File: src/rtl/seven_seg_pkg.sv
// Shared types and helpers for the seven-segment scanner.
//   state_t     : scan FSM states (IDLE, BLANK, SHOW)
//   ANODE_*     : active-low anode codes, one low bit per digit position
//   next_t      : result of next_digit (next index + frame-wrap flag)
//   first_digit : lowest enabled position of a digit mask
//   next_digit  : next higher enabled position, wrapping to the lowest
//   anode_for   : anode code that lights a given position
package seven_seg_pkg;

  typedef enum logic [1:0] {
    IDLE  = 2'd0,
    BLANK = 2'd1,
    SHOW  = 2'd2
  } state_t;

  localparam logic [3:0] ANODE_OFF = 4'b1111;
  localparam logic [3:0] ANODE_D0  = 4'b1110;
  localparam logic [3:0] ANODE_D1  = 4'b1101;
  localparam logic [3:0] ANODE_D2  = 4'b1011;
  localparam logic [3:0] ANODE_D3  = 4'b0111;

  typedef struct packed {
    logic [1:0] idx;
    logic       wrap;
  } next_t;

  // Returns 0 for an empty mask; the FSM never leaves IDLE in that case.
  function automatic logic [1:0] first_digit(input logic [3:0] mask);
    logic [1:0] r;
    r = 2'd0;
    for (int i = 3; i >= 0; i--) begin
      if (mask[i]) r = 2'(i);
    end
    return r;
  endfunction

  // Scanning downwards leaves the lowest enabled position above idx in r.idx.
  // If none exists, the scan wraps to the lowest enabled position.
  function automatic next_t next_digit(input logic [1:0] idx, input logic [3:0] mask);
    next_t r;
    r.idx  = first_digit(mask);
    r.wrap = 1'b1;
    for (int i = 3; i >= 0; i--) begin
      if ((i > int'(idx)) && mask[i]) begin
        r.idx  = 2'(i);
        r.wrap = 1'b0;
      end
    end
    return r;
  endfunction

  function automatic logic [3:0] anode_for(input logic [1:0] idx);
    logic [3:0] a;
    case (idx)
      2'd0:    a = ANODE_D0;
      2'd1:    a = ANODE_D1;
      2'd2:    a = ANODE_D2;
      default: a = ANODE_D3;
    endcase
    return a;
  endfunction

endpackage

File: src/rtl/seven_seg_scanner_if.sv
// Bus between the scanner and its environment (clock and reset stay outside).
//   enable, load, opCodeIn, lowerIn, upperIn : control and new digit values
//   anode, opCode, lowerBits, upperBits      : display drive and shadow values
//   frameDone                                : one-cycle pulse at each frame wrap
//   dbg_state                                : current scan FSM state
//
// Handshake: load is a single-cycle strobe sampled on every rising clock
// edge; there is no ready signal because the scanner accepts a load on any
// cycle (a later load simply overwrites an earlier pending one).
interface seven_seg_scanner_if;
  import seven_seg_pkg::*;

  logic       enable;
  logic       load;
  logic [3:0] opCodeIn;
  logic [3:0] lowerIn;
  logic [3:0] upperIn;
  logic [3:0] anode;
  logic [3:0] opCode;
  logic [3:0] lowerBits;
  logic [3:0] upperBits;
  logic       frameDone;
  state_t     dbg_state;

  modport master (
    output enable, load, opCodeIn, lowerIn, upperIn,
    input  anode, opCode, lowerBits, upperBits, frameDone, dbg_state
  );

  modport slave (
    input  enable, load, opCodeIn, lowerIn, upperIn,
    output anode, opCode, lowerBits, upperBits, frameDone, dbg_state
  );
endinterface

File: src/rtl/seven_seg_scanner.sv
// Time-multiplexing driver for a 4-digit seven-segment display.
//   clk, rst_n : system clock, asynchronous active-low reset
//   bus        : seven_seg_scanner_if.slave (controls, anode, shadow values,
//                frameDone, debug state)
// Each digit slot lasts DIV = CLK_HZ/DIGIT_HZ cycles: BLANK_CYCLES with all
// anodes off, then the rest with one anode low. Shadow values only change at
// frame boundaries so the decoder never shows a half-updated frame.
module seven_seg_scanner
  import seven_seg_pkg::*;
#(
  parameter int         CLK_HZ       = 100_000_000,
  parameter int         DIGIT_HZ     = 1000,
  parameter int         BLANK_CYCLES = 16,
  parameter logic [3:0] DIGIT_MASK   = 4'b1101
) (
  input  logic                clk,
  input  logic                rst_n,
  seven_seg_scanner_if.slave  bus
);

  localparam int DIV = CLK_HZ / DIGIT_HZ;
  localparam int CW  = (DIV > 1) ? $clog2(DIV) : 1;

  localparam logic [CW-1:0] BLANK_LAST = CW'(BLANK_CYCLES - 1);
  localparam logic [CW-1:0] SHOW_LAST  = CW'(DIV - BLANK_CYCLES - 1);
  localparam logic [1:0]    FIRST_IDX  = first_digit(DIGIT_MASK);

  if ((BLANK_CYCLES < 1) || (BLANK_CYCLES >= DIV)) begin : g_cfg_check
    $error("seven_seg_scanner: BLANK_CYCLES must be in [1, DIV-1]");
  end

  state_t        state_q, state_d;
  logic [CW-1:0] cnt_q, cnt_d;
  logic [1:0]    idx_q, idx_d;
  logic          wrap_evt;
  next_t         nd;

  logic [3:0]    stg_op, stg_lo, stg_up;
  logic          pending;

  // Next-state logic. wrap_evt marks the last SHOW cycle of the highest
  // enabled digit; the registered frameDone therefore rises on the first
  // BLANK cycle of the new frame.
  always_comb begin
    state_d  = state_q;
    cnt_d    = cnt_q + 1'b1;
    idx_d    = idx_q;
    wrap_evt = 1'b0;
    nd       = next_digit(idx_q, DIGIT_MASK);

    unique case (state_q)
      IDLE: begin
        cnt_d = '0;
        if (bus.enable && (DIGIT_MASK != 4'b0000)) begin
          state_d = BLANK;
          idx_d   = FIRST_IDX;
        end
      end
      BLANK: begin
        if (cnt_q == BLANK_LAST) begin
          state_d = SHOW;
          cnt_d   = '0;
        end
      end
      SHOW: begin
        if (cnt_q == SHOW_LAST) begin
          state_d  = BLANK;
          cnt_d    = '0;
          idx_d    = nd.idx;
          wrap_evt = nd.wrap;
        end
      end
      default: begin
        state_d = IDLE;
        cnt_d   = '0;
      end
    endcase

    // Dropping enable darkens the display on the next cycle from any state.
    if (!bus.enable) begin
      state_d  = IDLE;
      cnt_d    = '0;
      idx_d    = FIRST_IDX;
      wrap_evt = 1'b0;
    end
  end

  // FSM, slot counter and registered display outputs.
  always_ff @(posedge clk or negedge rst_n) begin
    if (!rst_n) begin
      state_q       <= IDLE;
      cnt_q         <= '0;
      idx_q         <= FIRST_IDX;
      bus.anode     <= ANODE_OFF;
      bus.frameDone <= 1'b0;
    end else begin
      state_q       <= state_d;
      cnt_q         <= cnt_d;
      idx_q         <= idx_d;
      bus.anode     <= (state_d == SHOW) ? anode_for(idx_d) : ANODE_OFF;
      bus.frameDone <= wrap_evt;
    end
  end

  // Staging / shadow. A load that lands on the wrap edge, on the frameDone
  // cycle, or while idle goes straight to the shadow; any other load waits
  // in staging until the next wrap.
  always_ff @(posedge clk or negedge rst_n) begin
    if (!rst_n) begin
      stg_op        <= '0;
      stg_lo        <= '0;
      stg_up        <= '0;
      pending       <= 1'b0;
      bus.opCode    <= '0;
      bus.lowerBits <= '0;
      bus.upperBits <= '0;
    end else if (bus.load && (wrap_evt || bus.frameDone || (state_q == IDLE))) begin
      stg_op        <= bus.opCodeIn;
      stg_lo        <= bus.lowerIn;
      stg_up        <= bus.upperIn;
      pending       <= 1'b0;
      bus.opCode    <= bus.opCodeIn;
      bus.lowerBits <= bus.lowerIn;
      bus.upperBits <= bus.upperIn;
    end else if (bus.load) begin
      stg_op  <= bus.opCodeIn;
      stg_lo  <= bus.lowerIn;
      stg_up  <= bus.upperIn;
      pending <= 1'b1;
    end else if (wrap_evt && pending) begin
      pending       <= 1'b0;
      bus.opCode    <= stg_op;
      bus.lowerBits <= stg_lo;
      bus.upperBits <= stg_up;
    end
  end

  assign bus.dbg_state = state_q;

endmodule

File: src/flat_wrapper.sv
// flat-port wrapper written by rule: the top's interface ports become plain ports
module seven_seg_scanner_flat import seven_seg_pkg::*;
#(
  parameter int         CLK_HZ       = 100_000_000,
  parameter int         DIGIT_HZ     = 1000,
  parameter int         BLANK_CYCLES = 16,
  parameter logic [3:0] DIGIT_MASK   = 4'b1101
)
  (clk, rst_n, bus_enable, bus_load, bus_opCodeIn, bus_lowerIn, bus_upperIn, bus_anode, bus_opCode, bus_lowerBits, bus_upperBits, bus_frameDone, bus_dbg_state);
  seven_seg_scanner_if bus_i ();
  input  logic clk;
  input  logic rst_n;
  input wire logic [$bits(bus_i.enable)-1:0] bus_enable;
  input wire logic [$bits(bus_i.load)-1:0] bus_load;
  input wire logic [$bits(bus_i.opCodeIn)-1:0] bus_opCodeIn;
  input wire logic [$bits(bus_i.lowerIn)-1:0] bus_lowerIn;
  input wire logic [$bits(bus_i.upperIn)-1:0] bus_upperIn;
  output wire logic [$bits(bus_i.anode)-1:0] bus_anode;
  output wire logic [$bits(bus_i.opCode)-1:0] bus_opCode;
  output wire logic [$bits(bus_i.lowerBits)-1:0] bus_lowerBits;
  output wire logic [$bits(bus_i.upperBits)-1:0] bus_upperBits;
  output wire logic [$bits(bus_i.frameDone)-1:0] bus_frameDone;
  output wire logic [$bits(bus_i.dbg_state)-1:0] bus_dbg_state;
  assign bus_i.enable = bus_enable;
  assign bus_i.load = bus_load;
  assign bus_i.opCodeIn = bus_opCodeIn;
  assign bus_i.lowerIn = bus_lowerIn;
  assign bus_i.upperIn = bus_upperIn;
  assign bus_anode = bus_i.anode;
  assign bus_opCode = bus_i.opCode;
  assign bus_lowerBits = bus_i.lowerBits;
  assign bus_upperBits = bus_i.upperBits;
  assign bus_frameDone = bus_i.frameDone;
  assign bus_dbg_state = bus_i.dbg_state;
  seven_seg_scanner #(.CLK_HZ(CLK_HZ), .DIGIT_HZ(DIGIT_HZ), .BLANK_CYCLES(BLANK_CYCLES), .DIGIT_MASK(DIGIT_MASK)) u_core (.clk(clk), .rst_n(rst_n), .bus(bus_i));
endmodule
File: config.mk
export PLATFORM = sky130hd
export DESIGN_NAME = seven_seg_scanner_flat
export DESIGN_NICKNAME = d
export VERILOG_FILES = /design/src/rtl/seven_seg_pkg.sv /design/src/rtl/seven_seg_scanner_if.sv /design/src/rtl/seven_seg_scanner.sv /design/src/flat_wrapper.sv
export SDC_FILE = /design/constraint.sdc
export NUM_CORES = 1
export LEC_CHECK = 0
export ABC_AREA = 1
export BUFFER_PORTS_ARGS = -buffer_cell sky130_fd_sc_hd__clkbuf_2
export CAP_MARGIN = 20
export CORE_AREA = 4 4 71 73
export DETAILED_ROUTE_END_ITERATION = 12
export DIE_AREA = 0 0 75 77
export GPL_TIMING_DRIVEN = 0
export MAX_ROUTING_LAYER = met4
export PLACE_DENSITY_LB_ADDON = 0.15
export SLEW_MARGIN = 40
export SYNTH_ARGS = -nofsm -noshare
export SYNTH_HDL_FRONTEND = slang
export SYNTH_SLANG_ARGS = --single-unit
File: constraint.sdc
create_clock -name clk -period 2.7 [get_ports clk]
set_input_delay 0.27 -clock clk [delete_from_list [all_inputs] [get_ports clk]]
set_output_delay 0.27 -clock clk [all_outputs]
set_load 0.02 [all_outputs]
==> results of run 1 <==
## worst register-to-register path, delay by kind of cell (launching register included)
kind | cells | cell delay [ns]
flip-flops | 1 | 0.43
adder cells (fa/ha/maj) | 1 | 0.24
buffers and inverters | 2 | 0.31
AND/OR/NAND/NOR | 7 | 0.84
## state kept, by name, summed over array words and instances (netlist names)
register	flops
u_core.bus.anode	4
u_core.bus.upperBits	4
u_core.bus.dbg_state	2
u_core.stg_lo	4
u_core.bus.opCode	4
u_core.idx_q	2
u_core.pending	1
u_core.bus.frameDone	1
u_core.bus.lowerBits	4
u_core.stg_up	4
u_core.stg_op	4
u_core.cnt_q	17
## final timing paths
check                                         from                      end  slack, ns
min                                          rst_n         u_core.cnt_q[13]      0.006
min in group clk                    bus_upperIn[0]         u_core.stg_up[0]       0.18
max                        u_core.bus.dbg_state[0]  u_core.bus.lowerBits[2]       0.76
max in group asynchronous                    rst_n         u_core.cnt_q[11]       2.22
min reg2reg                        u_core.cnt_q[0]          u_core.cnt_q[0]       0.46
max reg2reg                u_core.bus.dbg_state[0]  u_core.bus.lowerBits[2]       0.76
## power groups by stage
| stage | Clock [mW] | Sequential, mW | Combinational, mW |
|---|---|---|---|
| 2_1_floorplan | 0 | 0.911 | 0.119 |
| 3_3_place_gp | 0 | 0.868 | 0.262 |
| 3_5_place_dp | 0 | 0.871 | 0.267 |
| 4_1_cts | 0.437 | 0.855 | 0.269 |
| 5_1_grt | 0.475 | 0.862 | 0.298 |
| 6_report | 0.428 | 0.856 | 0.264 |
## cell families after synthesis
group	synth area share, %
XOR/XNOR	2.685
buffers and inverters	7.047
flip-flops	49.09
AO/OA/AOI/OAI	2.876
AND/OR/NAND/NOR	35.91
adder cells (fa/ha/maj)	2.397
## synth_stat cells, drive strengths merged
cell,count
nor3,9
inv,34
nand3,39
buf,4
nor2,47
ha,5
a21oi,7
xnor2,3
o21ai,8
nand2,85
dfstp,4
dfrtp,47
and3,1
xor2,5
clkbuf,6
nand3b,1
nand4,14
## metal layers
metal	track usage, %	wire, microns	share of wire [%]
met1	27.13	2497	47
met2	32.49	2546	48
met3	4.314	217	4.1
met4	6.050	87	1.6
met5	-	0	0
## layout make-up
| type | instances | share of cell area [%] |
|---|---|---|
| timing repair buffer | 34 | 5.895 |
| multi-input combinational | 224 | 39.09 |
| clock buffer | 7 | 2.606 |
| buffer | 10 | 1.922 |
| tap | 52 | 2.221 |
| clock inverter | 1 | 0.1709 |
| inverter | 34 | 4.357 |
| sequential | 51 | 43.74 |
==> metrics.txt, run 1 <==
total number of H-tree levels 2; vias in the first global route 2036; # Max-Cap Violations 0; setup bufs post-CTS 0; DP Cell Count 405; critical path required time between 2 and 3 ns; DRC 0; worst hold slack 0.006061 ns; root buffer cell clkbuf_8; routed length per instance 12.95 microns; Worst-path clk slew approximately 0.090 ns; skew final about 0.0033 ns; RSZ-0062 raised after global routing false; Reg power frac a little under three fifths; Hold Vio Cnt, Final 0; clock network fraction of total power 27.7%; largest net degree at the start of global routing 52; slowest stage delay, CP 0.43 ns; max-slew violations 0; most frequent cells in the layout nand2_1 (78), dfrtp_1 (47), nor2_1 (43); Final setup viols 0; fill count 386; Mapped Cells 319; TritonCTS Sinks 51; Tcrit/Tclk final 71.84%; total vias in the final route 2161; CP cell instances inv_1 > ha_1 > nand2_1 > nor2_1 > nand4_4 > nand2_4 > nand2_4 > buf_4 > nand3_1 > nand3_1; first-pass GRT wire length 9149 microns; status finished clean; power per standard cell area 528.3 nW/um^2; 1st-iter DRT viols 107; syn_nets 340; setup_tns 0 ns; fin crit period 1.940 ns; post-DP HPWL 3828 microns; Post-CTS Hold Buffers 0; Antenna Nets Post-Route 0; Nets 381; CP Depth 10; sequential fraction of the synthesis area about half; Via density 5.232; clock latency at the later pin of the worst-skew pair 0.31 ns; layout cells sized above 1 a little under a fifth; critical path class reg2reg; Psw 459.0 uW; nature of the critical path endpoint register; placed inst area 2848 sq um; pre-CTS WS 0.7701 ns; Combinational Power Share roughly 17%; fin cells 413; Reg2Reg Depth 10; most common cell after layout, fill and taps aside nand2_1; peak supply drop between 0.2 and 0.3 mV; register area approximately 1300 sq um; Rel. slew slack 53.70%; final setup margin 0.7603 ns; switching part of the total power about 30%; actual slew at the worst max-slew pin 0.6946 ns; Hold Crit Class in2async; initial antenna violation count 0; Int Pwr roughly 1.1 mW; Antenna diodes 0; synth unique cells 25; Std-Cell Rows 24; Initial Utilization 59.94%; Area contributors post-synth dfrtp_1 (45%), nand2_1 (11%), nand3_1 (7.1%); Slowest-stage cell, CP dfrtp_1; IO Pins 35; Critical Path Start Type register; Die X 75 microns; final WL 5348 microns; Yosys warning count 0; Die Y about 77 microns; Post-Syn Area per Cell 8.182 sq um; total power 1.547 mW; Buffers on Ports 34; CTS tree built; Yosys top cell area share between 40% and 50%; drt pass-1 iters 4; Final Cell Area 2929 sq um; fin util 67.27%; Leakage 1.490 nW; Core Area 4354 sq um; Layout area overhead 12.22%; Worst EP arrival 2.13 ns; GP Congestion 0.8708; CTS resizes 0; total CTS buffers 5; clk buf depth 2; FMAX 0.5155 GHz; Die ar. 5775 sq um; CP Buf/Inv Count 2; synthesized flop and latch total 51; footprint of the multi-input gates 1145 sq um; grt total ovfl 0; Top delay family on crit path simple AND/OR/NAND/NOR gates; Post-Syn Area approximately 2600 sq um; total global-route track usage 20.80%; crit-path max FO 10; area leader, netlist dfrtp_1
Note: power is estimated with default switching activity, not from simulation.
==> run 2, diff against run 1 <==
- ABC_AREA: 1 -> 0
- CORE_AREA: 4 4 71 73 -> 4 4 76 78
- DIE_AREA: 0 0 75 77 -> 0 0 80 82
- clock period: 2.7 -> 1.6 ns (I/O delays scaled with it)
==> run 2 against run 1 <==
Final area rose by 11%. Worst hold slack improved by 0.086 ns. The run now ends with setup timing left. Sequential power up 66%. Synthesized cell count decreased by 35%. Largest power group unchanged.
==> metrics.txt, run 2 <==
first-pass GRT wire length between 8000 and 9000 microns; CTS tree built; clk buf depth 2; Buffers on Ports 34; Primary FF master, synth dfrtp_1; Yosys warning count 0; Mapped Cells 207; clock network fraction of total power 30.3%; Leakage 1.478 nW; Final setup viols 35; Rel. slew slack 54.02%; Critical Path Start Type register; initial antenna violation count 0; total vias in the final route about 1.7k; area leader, netlist dfrtp_1; RR Endpoint u_core.bus.upperBits[3]; final WL about 5000 microns; IO Pins 35; Reg power frac between 50% and 60%; worst r2r src u_core.cnt_q[11]; Yosys top cell area share 46.17%; Psw 697.0 uW; Layout area overhead 27.26%; Worst EP arrival 2.33 ns; Combinational Power Share between 10% and 20%; 1st-iter DRT viols 49; Reg2Reg Depth 6; Post-Syn Area about 2500 sq um; total number of H-tree levels 2; largest net degree at the start of global routing 52; critical path class reg2reg; final setup margin -0.5349 ns; Via density 5.175; skew final 0.007598 ns; beginning of the worst hold path bus_opCodeIn[3]; GP Congestion roughly 0.81; power per standard cell area approximately 820 nW/um^2; # Max-Cap Violations 0; fin util 63.88%; most frequent cells in the layout dfrtp_1 (43), clkbuf_2 (33), nor2_1 (24); slowest stage delay, CP 0.44 ns; sequential fraction of the synthesis area 50.29%; Die ar. 6560 sq um; Die Y approximately 82 microns; Hold Crit Class in2reg; Post-synth EDFFs 0; Die X 80 microns; fin crit period 2.135 ns; fin cells 338; Post-Synth Adder-Cell Area 2.456%; failing checks setup timing; synth unique cells 41; routed length per instance approximately 15 microns; synthesized flop and latch total 51; drt pass-1 iters 4; Tcrit/Tclk final 133.4%; fraction of the mapped netlist area in simple logic gates 14.59%; largest family of logic cells by synthesized area multiplexers; Hold Vio Cnt, Final 0; grt total ovfl 0; Core Area 5075 sq um; Int Pwr 1.954 mW; root buffer cell clkbuf_8; actual slew at the worst max-slew pin 0.6898 ns; most common cell after layout, fill and taps aside dfrtp_1; total global-route track usage 17.15%; max reg flops 17; total power 2.651 mW; Initial Utilization between 50% and 60%; total CTS buffers 5; end of the worst hold path u_core.bus.opCode[3]; Std-Cell Rows 26; nature of the critical path endpoint register; top sig layer met4; Antenna Nets Post-Route 0; Biggest register u_core.cnt_q; crit-path max FO 5; RSZ-0062 raised after global routing true; peak supply drop 0.3867 mV; post-DP HPWL ~3100 microns; DP Cell Count 311; Top delay family on crit path simple AND/OR/NAND/NOR gates; clock latency at the later pin of the worst-skew pair just over 0.3 ns; multiplexer area fraction after synthesis 19.84%; Post-Syn Area per Cell 12.31 sq um; CP cell instances nor4_4 > nand3_4 > or3_4 > buf_12 > mux2_4 > mux2_4; layout cells sized above 1 about half; Antenna diodes 0; syn_nets between 200 and 250; Synth Area in Compound Gates 5.157%; setup_tns -9.663 ns; vias in the first global route roughly 1.8k; wire length on met3 about 180 microns; R2R setup slack -0.53 ns; routed metal-1 wirelength 2316 microns; routed wl met2 2371 microns; hold depth 2; Area contributors post-synth dfrtp_1 (46%), mux2_4 (12%), mux2_2 (7.1%); Worst-path clk slew 0.10 ns; fill count 417; CP Buf/Inv Count 1; Post-synth top cells dfrtp_1 (47), nor2_1 (24), mux2_4 (21); critical path required time 1.79 ns; count leader, synth dfrtp_1; max-slew violations 0; switching part of the total power 26.29%; asr flop ratio synth between 90% and 100%; FMAX 0.4684 GHz; TritonCTS Sinks 51; XOR/XNOR Fraction of Synth Area 5.157%; critical path's most frequent cell mux2_4; status finished with violations; Slowest-stage cell, CP dfrtp_2; Nets between 200 and 300; DRC 0
-- run 2: timing repair --
action	in CTS	in global routing
gates resized for setup	14	9
hold buffers	1	0
setup buffers	13	6
pin swaps	5	3
setup endpoints to repair	36	37
hold endpoints to repair	47	0
cloned	1	0
-- run 2: per-layer routing --
metal,global-route usage (%),vias up
met3,3.399,7
met2,27.98,34
met1,21.76,856
li1,-,852
met5,-,-
met4,5.068,0
-- run 2: worst max path at each step --
stage,start,endpoint,cells after the start
CTS,u_core.cnt_q[12],u_core.bus.upperBits[3],6
detailed placement,u_core.cnt_q[0],u_core.bus.opCode[2],8
global placement,u_core.cnt_q[0],u_core.bus.upperBits[3],8
finish,u_core.cnt_q[11],u_core.bus.upperBits[3],6
floorplan,u_core.bus.dbg_state[0],u_core.bus.lowerBits[0],9
global route,u_core.cnt_q[11],u_core.bus.upperBits[3],6
-- run 2: per-stage QoR --
stage	instance area (sq um)	setup slack, ns	hold WS, ns
6_report	3242	-0.5349	0.09157
5_1_grt	3242	-0.6061	0.08051
4_1_cts	3158	-0.5272	0.08298
3_5_place_dp	2873	-0.7349	0.2770
3_3_place_gp	2870	-0.7102	0.4077
2_1_floorplan	2613	-0.6022	-0.1356
-- run 2: power groups by stage --
stage | registers, mW | logic [mW] | clock network, mW
after floorplan | 1.50 | 0.218 | 0
after global placement | 1.44 | 0.402 | 0
after detailed placement | 1.45 | 0.409 | 0
after CTS | 1.42 | 0.428 | 0.825
after global routing | 1.43 | 0.463 | 0.893
final | 1.42 | 0.428 | 0.804
-- run 2: layout make-up --
cell class | instances | area, sq um | share of cell area [%]
Sequential cell | 51 | 1286 | 39.68
Tap cell | 70 | 87.58 | 2.702
Buffer | 5 | 60.06 | 1.853
Clock inverter | 2 | 16.27 | 0.5017
Timing Repair Buffer | 55 | 356.6 | 11.00
Multi-Input combinational cell | 144 | 1334 | 41.14
Clock buffer | 6 | 82.58 | 2.547
Inverter | 5 | 18.77 | 0.5789
-- run 2: cell families (layout without fill, tap and decap cells) --
group | count (synthesis) | after routing
flip-flops | 51 | 51
XOR/XNOR | 15 | 15
AO/OA/AOI/OAI | 16 | 16
buffers and inverters | 12 | 73
adder cells (fa/ha/maj) | 5 | 5
AND/OR/NAND/NOR | 70 | 70
multiplexers | 38 | 38
==> run 3, diff against run 2 <==
- CTS_BUF_LIST: not set -> sky130_fd_sc_hd__clkbuf_16
==> run 3 against run 2 <==
The run still ends with setup timing left. Worst hold slack better by 0.025 ns. Total power increased by 9.4%. Flip-flop and latch count stayed put. Global-route usage fell by 0.14 points. Register-to-register slack barely moved. Critical path depth is the same. Combinational power is essentially flat. Critical endpoint unchanged. Largest cell class unchanged.
==> metrics.txt, run 3 (synthesis results as in run 2) <==
status finished with violations; failing checks setup timing; clock latency at the later pin of the worst-skew pair 0.29 ns; worst hold slack 0.1162 ns; Slowest-stage cell, CP dfrtp_2; Core Area 5075 sq um; Hold Vio Cnt, Final 0; Worst-path clk slew 0.07 ns; beginning of the worst hold path bus_opCodeIn[3]; Rel. slew slack 53.97%; critical path's most frequent cell mux2_4; Std-Cell Rows 26; post-DP HPWL 3128 microns; RSZ-0062 raised after global routing true; Leakage 1.483 nW; largest net degree at the start of global routing 52; Critical Path Start Type register; grt total ovfl 0; skew final 0.006144 ns; drt pass-1 iters 3; root buffer cell clkbuf_16; Nets 285; first-pass GRT wire length roughly 8500 microns; GP Congestion 0.8072; CTS tree built; critical path required time approximately 1.8 ns; Antenna diodes 0; clk buf depth 2; initial antenna violation count 0; actual slew at the worst max-slew pin 0.6905 ns; FMAX 0.4714 GHz; Via density 5.134; layout cells sized above 1 49.06%; Buffers on Ports 34; R2R setup slack -0.52 ns; final setup margin -0.5216 ns; power per standard cell area slightly below 900 nW/um^2; nature of the critical path endpoint register; total CTS buffers 5; routed length per instance 14.19 microns; crit-path max FO 5; Worst EP arrival 2.29 ns; setup_tns -8.996 ns; Top delay family on crit path simple AND/OR/NAND/NOR gates; vias in the first global route around 1.8k; final WL 4754 microns; # Max-Cap Violations 0; end of the worst hold path u_core.bus.opCode[3]; slowest stage delay, CP 0.44 ns; Antenna Nets Post-Route 0; CP Buf/Inv Count 1; max-slew violations 0; Tcrit/Tclk final 132.6%; Hold Crit Class in2reg; Layout area overhead 27.31%; Die ar. 6560 sq um; DRC 0; Reg2Reg Depth 6; total global-route track usage 17.00%; total vias in the final route between 1.5k and 2k; fill count about 440; CP cell instances nor4_4 > nand3_2 > or3_4 > buf_12 > mux2_4 > mux2_4; pre-CTS WS -0.7349 ns; Final setup viols 28; max reg flops 17; fin crit period between 2 and 2.5 ns; Initial Utilization 50.20%; hold depth 2; Die X 80 microns; IO Pins 35; most frequent cells in the layout dfrtp_1 (42), clkbuf_2 (33), nor2_1 (24); fin util 63.91%; Die Y 82 microns; Biggest register u_core.cnt_q; total number of H-tree levels 2; TritonCTS Sinks 51; peak supply drop 0.4405 mV; RR Endpoint u_core.bus.upperBits[3]; most common cell after layout, fill and taps aside dfrtp_1; critical path class reg2reg; worst r2r src u_core.cnt_q[5]; 1st-iter DRT viols 56
==> run 3: metrics by stage <==
stage               cell area, sq um  power [mW]  cells
finish                          3243       2.902    335
global route                    3243       3.038    335
CTS                             3211       2.936    333
detailed placement              2873       1.857    311
global placement                2870       1.846    311
floorplan                       2613       1.719    207
==> run 3: final cells by class <==
type | instances | area (sq um) | share of cell area (%)
multi-input cells | 144 | 1310 | 40.39
flip-flops and latches | 51 | 1287 | 39.70
repair buffers | 52 | 334.1 | 10.30
clock buffers | 5 | 125.1 | 3.858
well taps | 70 | 87.58 | 2.701
plain buffers | 5 | 60.06 | 1.852
clock inverters | 3 | 20.02 | 0.6173
inverters | 5 | 18.77 | 0.5787
==> run 3: worst max path at each step <==
stage	startpoint	to	slack, ns	cells past startpoint
6_report	u_core.cnt_q[5]	u_core.bus.upperBits[3]	-0.52	6
5_1_grt	u_core.cnt_q[11]	u_core.bus.upperBits[3]	-0.59	6
4_1_cts	u_core.cnt_q[14]	u_core.bus.upperBits[3]	-0.54	6
3_5_place_dp	u_core.cnt_q[0]	u_core.bus.opCode[2]	-0.73	8
3_3_place_gp	u_core.cnt_q[0]	u_core.bus.upperBits[3]	-0.71	8
2_1_floorplan	u_core.bus.dbg_state[0]	u_core.bus.lowerBits[0]	-0.60	9
==> run 3: repair_timing <==
item / CTS / global route
pin swaps: 8 / 1
resized for setup: 18 / 2
hold endpoints to repair: 47 / 0
hold buffers: 1 / 0
setup endpoints to repair: 36 / 36
gates cloned: 1 / 0
setup buffers: 14 / 2
==> run 3: per-layer routing <==
metal | vias to the layer above | share of wire (%) | GRT usage (%)
met5 | - | 0 | -
met4 | 0 | 1.2 | 4.561
met3 | 9 | 3.7 | 3.728
met2 | 24 | 49 | 28.06
met1 | 842 | 46 | 21.29
li1 | 845 | - | -
==> run 3: power breakdown <==
group	switching (mW)	total (mW)	internal [mW]	leakage [nW]
combinational	0.201	0.430	0.229	0.783
sequential	0.0469	1.42	1.37	0.633
clock	0.474	1.05	0.577	0.0674
total	0.721	2.90	2.18	1.48
